<file path="config.mk">
export PLATFORM = sky130hd
export DESIGN_NAME = irs_block_readout_seq
export DESIGN_NICKNAME = d
export VERILOG_FILES = /design/src/rtl/irs_readout_pkg.sv /design/src/rtl/irs_readout_watchdog.sv /design/src/rtl/irs_block_readout_seq.sv
export SDC_FILE = /design/constraint.sdc
export NUM_CORES = 1
export LEC_CHECK = 0
export BUFFER_PORTS_ARGS = -buffer_cell sky130_fd_sc_hd__buf_4
export CORE_MARGIN = 8
export CORE_UTILIZATION = 45
export DETAILED_ROUTE_END_ITERATION = 6
export PLACE_DENSITY = 0.77
export SKIP_LAST_GASP = 1
export SYNTH_ARGS = -nofsm -noshare
export SYNTH_HDL_FRONTEND = slang
export SYNTH_SLANG_ARGS = --single-unit
</file>
<file path="constraint.sdc">
create_clock -name clk_i -period 4.3 [get_ports clk_i]
set_input_delay 1.29 -clock clk_i [delete_from_list [all_inputs] [get_ports clk_i]]
set_output_delay 1.29 -clock clk_i [all_outputs]
set_load 0.005 [all_outputs]
</file>
<file path="src/rtl/irs_readout_pkg.sv">
// -----------------------------------------------------------------------------
// irs_readout_pkg
// Shared definitions for the IRS block readout initiator:
//   - IRS_ADDR_W / IRS_NUM_BLOCKS : block address width and block count
//   - irs_rd_state_e              : readout sequencer states
//   - irs_next_addr()             : next block address with modulo-512 wrap
// -----------------------------------------------------------------------------
package irs_readout_pkg;

  localparam int IRS_ADDR_W     = 9;
  localparam int IRS_NUM_BLOCKS = 512;

  typedef enum logic [1:0] {
    ST_IDLE         = 2'd0,
    ST_WAIT_REACHED = 2'd1,
    ST_WAIT_ACK     = 2'd2,
    ST_FINISH       = 2'd3
  } irs_rd_state_e;

  // Address after 'addr', wrapping from the last block back to block 0.
  function automatic logic [IRS_ADDR_W-1:0] irs_next_addr(input logic [IRS_ADDR_W-1:0] addr);
    logic [IRS_ADDR_W:0] w_sum;
    w_sum = {1'b0, addr} + {{IRS_ADDR_W{1'b0}}, 1'b1};
    if (w_sum == (IRS_ADDR_W + 1)'(IRS_NUM_BLOCKS)) begin
      return {IRS_ADDR_W{1'b0}};
    end else begin
      return w_sum[IRS_ADDR_W-1:0];
    end
  endfunction

endpackage

</file>
<file path="src/rtl/irs_readout_watchdog.sv">
// -----------------------------------------------------------------------------
// irs_readout_watchdog
// Loadable 16-bit up-counter used as the per-block watchdog.
//   clk_i, rst_n_i : clock, asynchronous active-low reset
//   clr_i          : clear the count to zero (highest priority)
//   load_i         : load load_val_i
//   load_val_i     : value to load
//   en_i           : count enable
//   expired_o      : high in the enabled cycle that completes TIMEOUT_CYCLES
//                    counted cycles since the last clear
// -----------------------------------------------------------------------------
module irs_readout_watchdog #(
  parameter int unsigned TIMEOUT_CYCLES = 4095
) (
  input  logic        clk_i,
  input  logic        rst_n_i,
  input  logic        clr_i,
  input  logic        load_i,
  input  logic [15:0] load_val_i,
  input  logic        en_i,
  output logic        expired_o
);

  // The count holds (cycles enabled - 1) in the current enabled cycle, so the
  // limit is reached when the register equals TIMEOUT_CYCLES-1 while enabled.
  localparam logic [15:0] LP_LAST = 16'(TIMEOUT_CYCLES - 32'd1);

  logic [15:0] r_cnt;

  // Counter register: clear beats load beats increment.
  always_ff @(posedge clk_i or negedge rst_n_i) begin
    if (!rst_n_i) begin
      r_cnt <= 16'd0;
    end else if (clr_i) begin
      r_cnt <= 16'd0;
    end else if (load_i) begin
      r_cnt <= load_val_i;
    end else if (en_i) begin
      r_cnt <= r_cnt + 16'd1;
    end else begin
      r_cnt <= r_cnt;
    end
  end

  assign expired_o = en_i & (r_cnt == LP_LAST);

endmodule

</file>
<file path="src/rtl/irs_block_readout_seq.sv">
// -----------------------------------------------------------------------------
// irs_block_readout_seq
// Initiator side of the IRS block read-address handshake. Walks consecutive
// block addresses (mod 512) starting at req_start_i for req_count_i+1 blocks.
//   clk_i, rst_n_i       : clock, asynchronous active-low reset
//   req_start_i/_count_i : first block, block count minus one
//   req_valid_i/ready_o  : request handshake (ready only while idle)
//   abort_i              : ends the request after the current block
//   raddr_o/raddr_stb_o  : address and strobe to the responder
//   raddr_reached_i      : responder is at raddr_o (level)
//   raddr_ack_i          : block finished (pulse)
//   ramp_start_o         : Wilkinson ramp start pulse
//   blk_done_o/blk_addr_o: per-block completion pulse and its address
//   done_o               : request finished pulse
//   aborted_o/timeout_o  : sticky end-cause flags, cleared on next accept
// All outputs come straight from registers.
// -----------------------------------------------------------------------------
module irs_block_readout_seq
  import irs_readout_pkg::*;
#(
  parameter int unsigned TIMEOUT_CYCLES = 4095
) (
  input  logic                  clk_i,
  input  logic                  rst_n_i,
  input  logic [IRS_ADDR_W-1:0] req_start_i,
  input  logic [IRS_ADDR_W-1:0] req_count_i,
  input  logic                  req_valid_i,
  output logic                  req_ready_o,
  input  logic                  abort_i,
  output logic [IRS_ADDR_W-1:0] raddr_o,
  output logic                  raddr_stb_o,
  input  logic                  raddr_reached_i,
  input  logic                  raddr_ack_i,
  output logic                  ramp_start_o,
  output logic                  blk_done_o,
  output logic [IRS_ADDR_W-1:0] blk_addr_o,
  output logic                  done_o,
  output logic                  aborted_o,
  output logic                  timeout_o
);

  irs_rd_state_e         r_state, w_state_n;
  logic [IRS_ADDR_W-1:0] r_raddr, w_raddr_n;
  logic [IRS_ADDR_W-1:0] r_remain, w_remain_n;
  logic [IRS_ADDR_W-1:0] r_blk_addr, w_blk_addr_n;
  logic                  r_stb, w_stb_n;
  logic                  r_ramp, w_ramp_n;
  logic                  r_blk_done, w_blk_done_n;
  logic                  r_done, w_done_n;
  logic                  r_aborted, w_aborted_n;
  logic                  r_timeout, w_timeout_n;
  logic                  r_abort_pend, w_abort_pend_n;
  logic                  r_ready, w_ready_n;
  logic                  w_wd_clr, w_wd_en, w_wd_expired;

  // The watchdog runs only while a strobe is outstanding.
  assign w_wd_en = (r_state == ST_WAIT_REACHED) || (r_state == ST_WAIT_ACK);

  irs_readout_watchdog #(
    .TIMEOUT_CYCLES(TIMEOUT_CYCLES)
  ) u_watchdog (
    .clk_i      (clk_i),
    .rst_n_i    (rst_n_i),
    .clr_i      (w_wd_clr),
    .load_i     (1'b0),
    .load_val_i (16'd0),
    .en_i       (w_wd_en),
    .expired_o  (w_wd_expired)
  );

  // Next-state and next-output logic for the sequencer.
  always_comb begin
    w_state_n      = r_state;
    w_raddr_n      = r_raddr;
    w_remain_n     = r_remain;
    w_blk_addr_n   = r_blk_addr;
    w_stb_n        = r_stb;
    w_ramp_n       = 1'b0;
    w_blk_done_n   = 1'b0;
    w_done_n       = 1'b0;
    w_aborted_n    = r_aborted;
    w_timeout_n    = r_timeout;
    w_abort_pend_n = r_abort_pend;
    w_wd_clr       = 1'b0;

    case (r_state)
      ST_IDLE: begin
        // req_ready_o lags entry to IDLE by one cycle; accept only when it is shown.
        if (r_ready && req_valid_i) begin
          w_raddr_n      = req_start_i;
          w_remain_n     = req_count_i;
          w_stb_n        = 1'b1;
          w_aborted_n    = 1'b0;
          w_timeout_n    = 1'b0;
          w_abort_pend_n = 1'b0;
          w_wd_clr       = 1'b1;
          w_state_n      = ST_WAIT_REACHED;
        end else begin
          w_stb_n = 1'b0;
        end
      end

      ST_WAIT_REACHED: begin
        w_abort_pend_n = r_abort_pend | abort_i;
        if (w_wd_expired) begin
          w_stb_n     = 1'b0;
          w_timeout_n = 1'b1;
          w_state_n   = ST_FINISH;
        end else if (raddr_reached_i) begin
          w_ramp_n  = 1'b1;
          w_state_n = ST_WAIT_ACK;
        end else begin
          w_state_n = ST_WAIT_REACHED;
        end
      end

      ST_WAIT_ACK: begin
        w_abort_pend_n = r_abort_pend | abort_i;
        // An ack landing in the expiry cycle still completes the block.
        if (raddr_ack_i) begin
          w_blk_done_n = 1'b1;
          w_blk_addr_n = r_raddr;
          if ((r_remain == {IRS_ADDR_W{1'b0}}) || w_abort_pend_n) begin
            w_stb_n     = 1'b0;
            w_aborted_n = w_abort_pend_n;
            w_state_n   = ST_FINISH;
          end else begin
            // Strobe stays high so the next block starts with no idle gap.
            w_raddr_n  = irs_next_addr(r_raddr);
            w_remain_n = r_remain - {{(IRS_ADDR_W-1){1'b0}}, 1'b1};
            w_wd_clr   = 1'b1;
            w_state_n  = ST_WAIT_REACHED;
          end
        end else if (w_wd_expired) begin
          w_stb_n     = 1'b0;
          w_timeout_n = 1'b1;
          w_state_n   = ST_FINISH;
        end else begin
          w_state_n = ST_WAIT_ACK;
        end
      end

      ST_FINISH: begin
        w_done_n       = 1'b1;
        w_stb_n        = 1'b0;
        w_abort_pend_n = 1'b0;
        w_state_n      = ST_IDLE;
      end

      default: begin
        w_stb_n   = 1'b0;
        w_state_n = ST_IDLE;
      end
    endcase

    w_ready_n = (r_state == ST_IDLE) && (w_state_n == ST_IDLE);
  end

  // State and registered outputs.
  always_ff @(posedge clk_i or negedge rst_n_i) begin
    if (!rst_n_i) begin
      r_state      <= ST_IDLE;
      r_raddr      <= {IRS_ADDR_W{1'b0}};
      r_remain     <= {IRS_ADDR_W{1'b0}};
      r_blk_addr   <= {IRS_ADDR_W{1'b0}};
      r_stb        <= 1'b0;
      r_ramp       <= 1'b0;
      r_blk_done   <= 1'b0;
      r_done       <= 1'b0;
      r_aborted    <= 1'b0;
      r_timeout    <= 1'b0;
      r_abort_pend <= 1'b0;
      r_ready      <= 1'b1;
    end else begin
      r_state      <= w_state_n;
      r_raddr      <= w_raddr_n;
      r_remain     <= w_remain_n;
      r_blk_addr   <= w_blk_addr_n;
      r_stb        <= w_stb_n;
      r_ramp       <= w_ramp_n;
      r_blk_done   <= w_blk_done_n;
      r_done       <= w_done_n;
      r_aborted    <= w_aborted_n;
      r_timeout    <= w_timeout_n;
      r_abort_pend <= w_abort_pend_n;
      r_ready      <= w_ready_n;
    end
  end

  assign req_ready_o  = r_ready;
  assign raddr_o      = r_raddr;
  assign raddr_stb_o  = r_stb;
  assign ramp_start_o = r_ramp;
  assign blk_done_o   = r_blk_done;
  assign blk_addr_o   = r_blk_addr;
  assign done_o       = r_done;
  assign aborted_o    = r_aborted;
  assign timeout_o    = r_timeout;

endmodule

</file>
==> results.txt, run 1 <==
For this design the total switching power over the nets is 0.860 mW. After layout, the worst setup slack is 1.55 ns. The number of antenna violations at the first check in global routing is 0. The floorplan die area is 9250 µm². The post-CTS setup buffer count is 0. The max-slew violation count is 0. The run finished with clean final reports. The detailed placement HPWL came out at slightly below 5 mm. The combined global-route utilization of all metal layers is 0.154. The worst setup path is captured at a register. The core utilization of the finished layout came out at 0.545.

The count of state elements after synthesis is 53. The internal power component came out at between 1 and 1.5 mW. The global-route congestion overflow total came out at 0. The number of hold-repair buffers added at the cts stage came out at 0.

The mapped cell area is 2890 µm². The number of DRC violations after detailed routing came out at 0. The routability-driven placement congestion ratio is 0.866. In the final design database the tool counted 375 nets. The number of core rows is 29.

The floorplan step set the die width to 96.2 µm. Across the whole layout, storage elements account for 1330 µm². The total of buffers placed on input and output ports came out at 48. The die height is 96.2 µm. The number of levels the H-tree was split into came out at 2. In the layout the commonest cells are sky130_fd_sc_hd__dfrtp_1 (52), sky130_fd_sc_hd__buf_4 (52), sky130_fd_sc_hd__nor2_1 (24), sky130_fd_sc_hd__nand2_1 (19), sky130_fd_sc_hd__inv_1 (18). The first TritonRoute pass finished after 5 iterations. The tightest slew margin relative to the limit is 0.284. The total negative setup slack is 0 ns. Wires add up to 6.94 mm. Clock tree synthesis inserted a total of 5 buffers. The number of cells on the worst reg-to-reg path is 6. The insertion delay of the later-clocked pin in the worst-skew pair came out at 0.31 ns.

The average vias per placed instance is roughly 6. Along the worst path, the maximum fanout reaches 16. The count of cell types in the netlist is 53. The minimum period implied by the final worst setup slack came out at 2.75 ns. The fraction of layout instances using a drive strength above 1 came out at 0.221.

The detailed router's first-iteration violation count is 128. The total power density per cell area is 629 nW/µm². The power share of the sequential group came out at 0.397. The maximum clock skew at final layout came out at 0.00490 ns. The via count came out at roughly 2,500. The transition at the pin with the smallest max-transition slack is 1.07 ns. The number of instances on the worst hold path came out at 2. The most used flip-flop cell after synthesis is sky130_fd_sc_hd__dfrtp_1. The setup path with the least slack is of type in -> reg. Of the total power, the clock network draws 0.167. The via count of the first global-routing pass came to 2,363. Clock-pin slew was measured on the worst setup and hold paths at 0.10 ns.

In this run the count of I/O pins placed on the die edge is 49. The floorplan core area came out at 6280 µm². The final number of setup-violating endpoints is 0. The initial utilization of the core area, before any placement, comes to 0.461. Of the synthesized area, sequential elements account for 0.459. The net count after synthesis is 332. Setup repair after global routing left no endpoint under its margin. The fraction of synthesis flops using an asynchronous set or reset pin came out at 1.00.

The total number of clock tree sinks is 53. The worst hold path belongs to the class reg -> reg. The number of buffers between clock root and the deepest sink came out at 2.

The count of flip-flops with a built-in enable after synthesis came out at 0. The cell at the root of the clock tree is sky130_fd_sc_hd__clkbuf_8. The share of total power in combinational logic came out at 0.435. STA classifies the critical path startpoint as an input pin.

The setup slack at placement came out at 1.20 ns. IR analysis of the VDD net gives a maximum drop of 0.000327 V. The maximum operating frequency is about 0.36 GHz.

The growth of design area from synthesis to finish came out at 18.3%. The wire length of the first global-routing pass came out at around 11 mm. The area of the multi-input gates came out at between 1000 and 1500 µm². The switching part of the total came out at 0.399. Yosys printed 0 warnings. The arrival time of the worst setup path is 2.91 ns. Entering global routing, the biggest net connects 54 pins. The average wire per standard cell came out at 16.5 µm. The ratio of final minimum period to clock period is 0.640.

The number of max-capacitance violations reported is 0. TritonCTS built the clock tree. The standby leakage power came out at 1.47 nW. The required time reported for the critical path endpoint came out at 4.46 ns. The final hold violation count came out at 0. The post-cts resize count is 0. Synthesis produced a netlist whose cell count is 300. The number of diodes added for antenna fixing is 0.

The layout has 578 filler cells. The per-instance average area after synthesis came out at 9.64 µm². The count of nets left with antenna violations once routing finished came out at 0.
-- worst max-delay path, stage by stage --
cell                      delay, ns
sky130_fd_sc_hd__buf_4         0.12
sky130_fd_sc_hd__a211o_1       0.47
sky130_fd_sc_hd__o21ai_1       0.91
sky130_fd_sc_hd__nor2_1        0.12
-- stage by stage --
step / instance area (µm²) / total power [mW] / hold slack, ns / std cells
global route: 3420 / 2.31 / 0.541 / 421
global placement: 3300 / 1.77 / 0.469 / 413
finish: 3420 / 2.15 / 0.501 / 421
floorplan: 2890 / 1.44 / 0.473 / 300
CTS: 3420 / 2.16 / 0.516 / 421
detailed placement: 3300 / 1.80 / 0.494 / 413
-- flip-flops by register name, summed over array words and instances (netlist names), 2 cells and up --
register,cells
r_state,2
u_watchdog.r_cnt,16
raddr_o,9
r_remain,9
blk_addr_o,9
-- power by group through the flow --
stage,combinational [mW],clock (mW),sequential [mW]
after floorplan,0.629,0,0.815
after global placement,0.914,0,0.854
after detailed placement,0.938,0,0.863
after CTS,0.943,0.366,0.854
after global routing,1.04,0.382,0.884
final,0.937,0.360,0.855
-- kinds of logic after synthesis --
kind of cell    share of synthesized area
buf+inv                            0.0497
simple gates                        0.215
mux                                0.0666
compound gates                      0.133
xor+xnor                           0.0424
fa+ha+maj                          0.0346
flops                               0.459
-- cell usage after synthesis, drive strengths merged (2+ instances only) --
library cell,n,area (µm²)
a32o,5,50.1
or4,2,15.0
nor2,24,90.1
a211o,2,17.5
nor2b,5,31.3
o22ai,6,37.5
ha,8,100
nand4b,2,17.5
a31oi,3,18.8
nand3,17,85.1
nand3b,2,15.0
nand4,11,68.8
xor2,5,43.8
dfrtp,52,1300
o21ai,12,60.1
nand2,19,71.3
and3,7,43.8
nand2b,4,25.0
buf,7,42.5
a21boi,2,15.0
inv,18,67.6
nor4,9,62.6
mux2i,8,80.1
clkbuf,9,33.8
o211ai,3,22.5
a211oi,4,30.0
mux2,10,113
xnor2,9,78.8
a21oi,7,35.0
nor3,10,50.1
-- routing by layer --
layer	wire [µm]	global-route usage	vias to the layer above
met5	0	0	-
met4	106	0.0461	0
met3	540	0.0460	10
met2	3260	0.239	95
met1	3040	0.202	1181
li1	-	-	1171
-- final cells by class --
type / instances / area share
timing repair buffer: 52 / 0.114
inverter: 18 / 0.0197
sequential: 53 / 0.388
multi-input combinational: 213 / 0.415
clock buffer: 6 / 0.0241
tap: 77 / 0.0281
clock inverter: 2 / 0.0110
-- final timing paths --
check,from,endpoint,slack (ns)
max,abort_i,u_watchdog.r_cnt[4],1.55
min,blk_addr_o[0],blk_addr_o[0],0.50
max reg2reg,r_remain[0],u_watchdog.r_cnt[1],1.66
min reg2reg,blk_addr_o[0],blk_addr_o[0],0.50
max in group asynchronous,rst_n_i,raddr_o[8],2.85
min in group asynchronous,rst_n_i,u_watchdog.r_cnt[6],1.00
No activity file was read; power rests on OpenSTA's default activity.
==> run 2, diff against run 1 <==
- clock period: 4.3 -> 2.87 ns (I/O delays scaled with it)
==> run 2 against run 1 <==
  * Cell area grew 1.2%
  * First-iteration DRC count grew 12%
  * Non-clock buffer count rose by 6
  * Worst hold slack better by 0.013 ns
  * Clock power rose by 47%
  * Via count increased by 1.6%
  * Sequential power increased by 50%
  * Setup slack got worse by 0.95 ns
  * Register-to-register slack lost 1.1 ns
  * Wire length grew 0.81%
  * Die area is the same
  * Clock skew up 0.0051 ns
  * Critical path type is now reg -> reg
==> results.txt, run 2 (synthesized netlist as in run 1, its figures left out) <==
The number of diodes added for antenna fixing came out at 0 (unchanged). The die height came out at 96.2 µm (unchanged). The cell area after layout is 3460 µm² (+1.2%). In the layout the commonest cells are sky130_fd_sc_hd__buf_4 (58), sky130_fd_sc_hd__dfrtp_1 (52), sky130_fd_sc_hd__nor2_1 (24), sky130_fd_sc_hd__nand2_1 (19), sky130_fd_sc_hd__inv_1 (18). The clock share of power came out at 0.162 (-0.005).

The number of DRC violations after detailed routing came out at 0 (unchanged). The ratio of final minimum period to clock period came out at 0.791. The transition at the pin with the smallest max-transition slack came out at 0.668 ns (-0.398 ns). The number of inserted filler cells in the final layout came to 563 (-2.6%).

Ranked by flip-flop count, first place goes to u_watchdog.r_cnt. The final routed wirelength across all metal layers came out at 7.00 mm (+0.81%). The total CTS buffers is 5 (unchanged). The combined global-route utilization of all metal layers is 0.162 (+0.00854).

The placement-stage cell area came out at 3350 µm² (+1.4%). The critical path is of the reg -> reg type. Leaving out fill and tap cells, the most frequent cell in the layout is sky130_fd_sc_hd__buf_4. The final number of setup-violating endpoints is 0 (unchanged). The total of buffers placed on input and output ports is 48 (unchanged). The flow ran to the end, and the final reports show no timing, DRC or antenna violations.

The total power density per cell area came out at 943 nW/µm² (+50%). The maximum operating frequency came out at 0.440 GHz. The standby leakage power is 1.50 nW (+2.1%).

The internal power component came to 1.98 mW (+53%). The number of hold-repair buffers added at the cts stage is 0 (unchanged). The average wire per standard cell is 16.4 µm (-0.61%). The number of antenna violations at the first check in global routing is 0 (unchanged).

The power share of the sequential group is 0.393 (-0.004). The average vias per placed instance is 5.85 (+0.16%). The switching part of the total is 0.395 (-0.00414). The arrival time of the worst setup path is 2.51 ns (-0.40 ns). The post-CTS setup buffer count is 0 (unchanged).

The routability-driven placement congestion ratio is 0.872 (+0.66%). The maximum vdd ir drop came out at 0.000409 V (+25%). The maximum fanout encountered on the critical timing path is 8 (-8). The max-slew violation count is 0 (unchanged). The number of core rows came to 29 (unchanged). The number of buffers between clock root and the deepest sink is 2 (unchanged). The via count of the first global-routing pass is 2,528 (+7.0%). The cell at the root of the clock tree is sky130_fd_sc_hd__clkbuf_8. The worst-case hold slack is 0.513 ns (+0.0126 ns). The horizontal die dimension came out at 96.2 µm (unchanged).

STA classifies the critical path endpoint as a register. The total number of clock tree sinks came out at 53 (unchanged). The number of levels the H-tree was split into is 2 (unchanged). The via count came out at 2,496 (+1.6%). The number of max-capacitance violations reported is 0 (unchanged). The floorplan core area is 6280 µm² (unchanged). The minimum period implied by the final worst setup slack came out at between 2 and 2.5 ns. The tightest slew margin relative to the limit came out at 0.555 (+0.270). The clock edge transition at the registers on the reported setup and hold paths came out at 0.10 ns (about the same). The wire length of the first global-routing pass came out at 12.0 mm (+5.6%). The largest net degree at the start of global routing was 54 (unchanged). The final hold violation count came to 0 (unchanged). The number of placed I/O pins came to 49 (unchanged). The fraction of layout instances using a drive strength above 1 is 0.231 (+0.0105). The insertion delay of the later-clocked pin in the worst-skew pair is 0.31 ns (about the same). The maximum clock skew at final layout was 0.0100 ns (+0.00510 ns). The number of flip-flops in the largest register came out at 16 (unchanged). The sum of internal, switching and leakage power came out at 3.27 mW (+52%). The global-route congestion overflow total was 0 (unchanged).

The post-cts resize count came to 0 (unchanged). The share of total power in combinational logic came out at 0.445 (+0.010). The reported net switching power is 1.29 mW (+50%). The CTS tree is yes. The type of the tightest min-delay check is reg -> reg. The detailed placement HPWL came to 5.05 mm (+2.2%). The count of antenna-violating nets left after detailed routing came to 0 (unchanged). The element type at the critical path start is a register.

The iteration count of the initial detailed-routing pass came out at 4 (-1). The required time reported for the critical path endpoint is 3.10 ns (-1.36 ns). The growth of design area from synthesis to finish came out at 19.8%. Setup repair after global routing left no endpoint under its margin. The floorplan die area is 9250 µm² (unchanged).

The number of nets in the finished design came to 381 (+1.6%). The detailed router's first-iteration violation count is 143 (+12%). The total negative setup slack is 0 ns (unchanged).

The initial standard-cell utilization of the core came out at 0.461 (unchanged).
[run 2: worst max-delay path, cell delays in order, from the launching register on]
cell and delay, ns:
sky130_fd_sc_hd__dfrtp_1 0.38, sky130_fd_sc_hd__inv_1 0.08, sky130_fd_sc_hd__ha_1 0.29, sky130_fd_sc_hd__nor4b_1 0.19, sky130_fd_sc_hd__a211o_1 0.40, sky130_fd_sc_hd__a21oi_1 0.39
sky130_fd_sc_hd__buf_4 0.25, sky130_fd_sc_hd__mux2i_1 0.21
[run 2: layout make-up]
type / count / area, µm² / share of cell area
repair buffers: 58 / 435 / 0.126
clock inverters: 1 / 30.0 / 0.00867
flip-flops and latches: 53 / 1330 / 0.383
clock buffers: 7 / 86.3 / 0.0249
well taps: 77 / 96.3 / 0.0278
inverters: 18 / 67.6 / 0.0195
multi-input cells: 213 / 1420 / 0.410
[run 2: stage by stage]
stage | instances | setup slack [ns] | util
6_report | 427 | 0.599 | 0.552
5_1_grt | 427 | 0.392 | 0.552
4_1_cts | 427 | 0.613 | 0.552
3_5_place_dp | 419 | 0.565 | 0.533
3_3_place_gp | 419 | 0.633 | 0.533
2_1_floorplan | 300 | 0.813 | -
[run 2: final timing paths]
| kind | to | cells past startpoint | startpoint | slack (ns) |
|---|---|---|---|---|
| setup / recovery | r_remain[0] | 7 | r_remain[0] | 0.60 |
| hold / removal | blk_addr_o[3] | 1 | blk_addr_o[3] | 0.51 |
| setup reg to reg | r_remain[0] | 7 | r_remain[0] | 0.60 |
| hold reg to reg | blk_addr_o[3] | 1 | blk_addr_o[3] | 0.51 |
| max in group asynchronous | blk_addr_o[8] | 1 | rst_n_i | 1.84 |
| min in group asynchronous | u_watchdog.r_cnt[4] | 1 | rst_n_i | 0.58 |
[run 2: layer usage]
metal / global-route usage / vias to the layer above / routed length [µm]
met1: 0.207 / 1219 / 3090
met5: 0 / - / 0
li1: - / 1186 / -
met4: 0.0448 / 0 / 61
met3: 0.0484 / 6 / 523
met2: 0.261 / 85 / 3330
[run 2: power groups by stage]
stage | Sequential (mW) | Clock, mW | Combinational (mW)
floorplan | 1.22 | 0 | 0.943
global placement | 1.28 | 0 | 1.42
detailed placement | 1.30 | 0 | 1.46
CTS | 1.28 | 0.538 | 1.47
global route | 1.33 | 0.573 | 1.62
finish | 1.28 | 0.528 | 1.45
==> run 3, diff against run 2 <==
- clock period: 2.87 -> 2.34 ns (I/O delays scaled with it)
==> run 3 against run 2 <==
  * Global-route usage down 0.54 points
  * Non-clock buffer count increased by 5
  * Critical endpoint is now r_remain[4]
  * Largest cell class unchanged
  * Highest routed layer unchanged
  * Largest power group unchanged
  * Critical path type unchanged
  * Sequential power grew 22%
  * Via count up 0.40%
==> results.txt, run 3 (synthesized netlist as in run 1, its figures left out) <==
The flow ran to the end, and the final reports show no timing, DRC or antenna violations. The worst-case setup margin in the final layout is 0.280 ns (-0.319 ns). The wire length of the first global-routing pass is 11.5 mm (-4.6%). The share of total power in combinational logic was 0.459 (+0.014). The iteration count of the initial detailed-routing pass was 4 (unchanged). The minimum period implied by the final worst setup slack is 2.06 ns (-0.211 ns). The number of hold-repair buffers added at the cts stage came to 0 (unchanged). The number of antenna violations at the first check in global routing came out at 0 (unchanged). The switching part of the total is 0.392 (-0.00348).

The internal power component came to 2.49 mW (+26%). The number of levels the H-tree was split into came out at 2 (unchanged). The post-cts resize count came to 0 (unchanged).

The library cell used most frequently in the layout, excluding fill and tap cells, is sky130_fd_sc_hd__buf_4. The element type at the critical path start is a register. The setup slack at placement is 0.327 ns (-0.238 ns). Setup repair after global routing left no endpoint under its margin.

The cell area after layout is 3510 µm² (+1.4%). The die height is 96.2 µm (unchanged). TritonCTS built the clock tree.

The tightest min-delay check is of the in -> async type. The required time reported for the critical path endpoint came out at 2.54 ns (-0.56 ns). The routability-driven placement congestion ratio was 0.829 (-4.9%). The number of core rows came out at 29 (unchanged). The number of nets in the finished design was 386 (+1.3%). The number of inserted filler cells in the final layout is 576 (+2.3%).

The global-route congestion overflow total came out at 0 (unchanged). The number of DRC violations after detailed routing came out at 0 (unchanged). u_watchdog.r_cnt holds more flip-flops than any other register. The total negative setup slack is 0 ns (unchanged). The number of max-capacitance violations reported is 0 (unchanged). The maximum vdd ir drop came out at 0.000674 V (+65%). The worst-case hold slack is 0.406 ns (-0.107 ns).

The final hold violation count is 0 (unchanged). The total number of clock tree sinks came out at 53 (unchanged). The total CTS buffers came out at 5 (unchanged).

The detailed placement HPWL came out at 5.02 mm (-0.62%). The number of diodes added for antenna fixing came out at 0 (unchanged). The transition at the pin with the smallest max-transition slack came out at 0.657 ns (-0.0110 ns). The horizontal die dimension is 96.2 µm (unchanged). The number of flip-flops in the largest register came out at 16 (unchanged). The max-slew violation count is 0 (unchanged).

The average wire per standard cell is 16.2 µm (-1.5%). The floorplan die area is 9250 µm² (unchanged). The sum of internal, switching and leakage power is 4.09 mW (+25%). The ratio of final minimum period to clock period was 0.881 (+0.0892). The reported net switching power came out at 1.60 mW (+24%). The root buffer cell chosen for the clock tree is sky130_fd_sc_hd__clkbuf_8. The maximum clock skew at final layout came out at 0.00960 ns (-0.000409 ns).

The library cells used most frequently in the layout, excluding fill and tap cells, are sky130_fd_sc_hd__buf_4 (62), sky130_fd_sc_hd__dfrtp_1 (52), sky130_fd_sc_hd__nor2_1 (24), sky130_fd_sc_hd__nand2_1 (19), sky130_fd_sc_hd__inv_1 (18). The worst setup path is captured at a register. The final routed wirelength across all metal layers was 6.98 mm (-0.30%).

The initial standard-cell utilization of the core was 0.461 (unchanged). The growth of design area from synthesis to finish is 21.5%. The number of buffers between clock root and the deepest sink is 2 (unchanged). The clock edge transition at the registers on the reported setup and hold paths came out at 0.10 ns (about the same). The arrival time of the worst setup path is 2.26 ns (-0.25 ns).

The fraction of layout instances using a drive strength above 1 came out at 0.242 (+0.0108). The count of antenna-violating nets left after detailed routing is 0 (unchanged). The total power density per cell area was 1160 nW/µm² (+23%). The post-CTS setup buffer count is 0 (unchanged). The maximum fanout encountered on the critical timing path came to 11 (+3). The critical path is of the reg -> reg type. The standby leakage power came to 1.53 nW (+1.8%). The final number of setup-violating endpoints came out at 0 (unchanged). The via count of the first global-routing pass came to 2,438 (-3.6%).

The maximum operating frequency is 0.485 GHz (+10%). The register-to-register path setup slack is 0.28 ns (-0.32 ns). The clock share of power came out at 0.160 (-0.002). The detailed router's first-iteration violation count came out at 147 (+2.8%). The average vias per placed instance came out at 5.80 (-0.76%). The total of buffers placed on input and output ports came out at 48 (unchanged). The combined global-route utilization of all metal layers is 0.157 (-0.00540). The placement-stage cell area came out at 3400 µm² (+1.5%). The tightest slew margin relative to the limit is 0.562 (+0.00732). The power share of the sequential group was 0.381 (-0.012). The largest net degree at the start of global routing is 54 (unchanged). The insertion delay of the later-clocked pin in the worst-skew pair is 0.31 ns (about the same). The number of placed I/O pins was 49 (unchanged). The via count came out at 2,506 (+0.40%). The floorplan core area came out at 6280 µm² (unchanged).
## run 3: changes by cell type in the layout (fill, tap and decap cells not counted)
cell                     change
sky130_fd_sc_hd__buf_12      +1
sky130_fd_sc_hd__buf_4       +4
## run 3: final cells by class
cell class	instances	area, µm²	share of cell area
Tap cell	77	96.3	0.0274
Multi-Input combinational cell	213	1420	0.404
Timing Repair Buffer	63	485	0.138
Clock inverter	1	30.0	0.00854
Clock buffer	7	86.3	0.0246
Inverter	18	67.6	0.0192
Sequential cell	53	1330	0.378
## run 3: worst paths after layout
| kind | startpoint | end | depth (start not counted) |
|---|---|---|---|
| worst max-delay path | r_state[1] | r_remain[4] | 6 |
| worst min-delay path | rst_n_i | u_watchdog.r_cnt[4] | 1 |
| worst max register to register | r_state[1] | r_remain[4] | 6 |
| worst min register to register | blk_addr_o[0] | blk_addr_o[0] | 2 |
| max in group asynchronous | rst_n_i | raddr_o[1] | 1 |
| min in group clk_i | blk_addr_o[0] | blk_addr_o[0] | 2 |
## run 3: worst max-delay path, stage by stage (launching register included)
cell and delay, ns:
sky130_fd_sc_hd__dfrtp_1 0.42, sky130_fd_sc_hd__inv_1 0.10, sky130_fd_sc_hd__ha_1 0.32, sky130_fd_sc_hd__mux2_2 0.22, sky130_fd_sc_hd__and2_1 0.43, sky130_fd_sc_hd__nand4_1 0.17, sky130_fd_sc_hd__a32o_1 0.28
## run 3: metrics by stage
step           std cells  utilization
2_1_floorplan        300            -
3_3_place_gp         424        0.541
3_5_place_dp         424        0.541
4_1_cts              432        0.560
5_1_grt              432        0.560
6_report             432        0.560
## run 3: layer usage
layer | up-vias | GRT usage | share of wire | wire length, µm
li1 | 1195 | - | - | -
met1 | 1201 | 0.204 | 0.44 | 3060
met2 | 100 | 0.250 | 0.47 | 3260
met3 | 10 | 0.0445 | 0.081 | 562
met4 | 0 | 0.0423 | 0.014 | 97
met5 | - | 0 | 0 | 0
## run 3: power by group through the flow
| stage | clock [mW] | combinational, mW | sequential [mW] |
|---|---|---|---|
| floorplan | 0 | 1.16 | 1.50 |
| global placement | 0 | 1.83 | 1.56 |
| detailed placement | 0 | 1.88 | 1.57 |
| CTS | 0.674 | 1.88 | 1.56 |
| global route | 0.706 | 2.08 | 1.61 |
| finish | 0.654 | 1.88 | 1.56 |
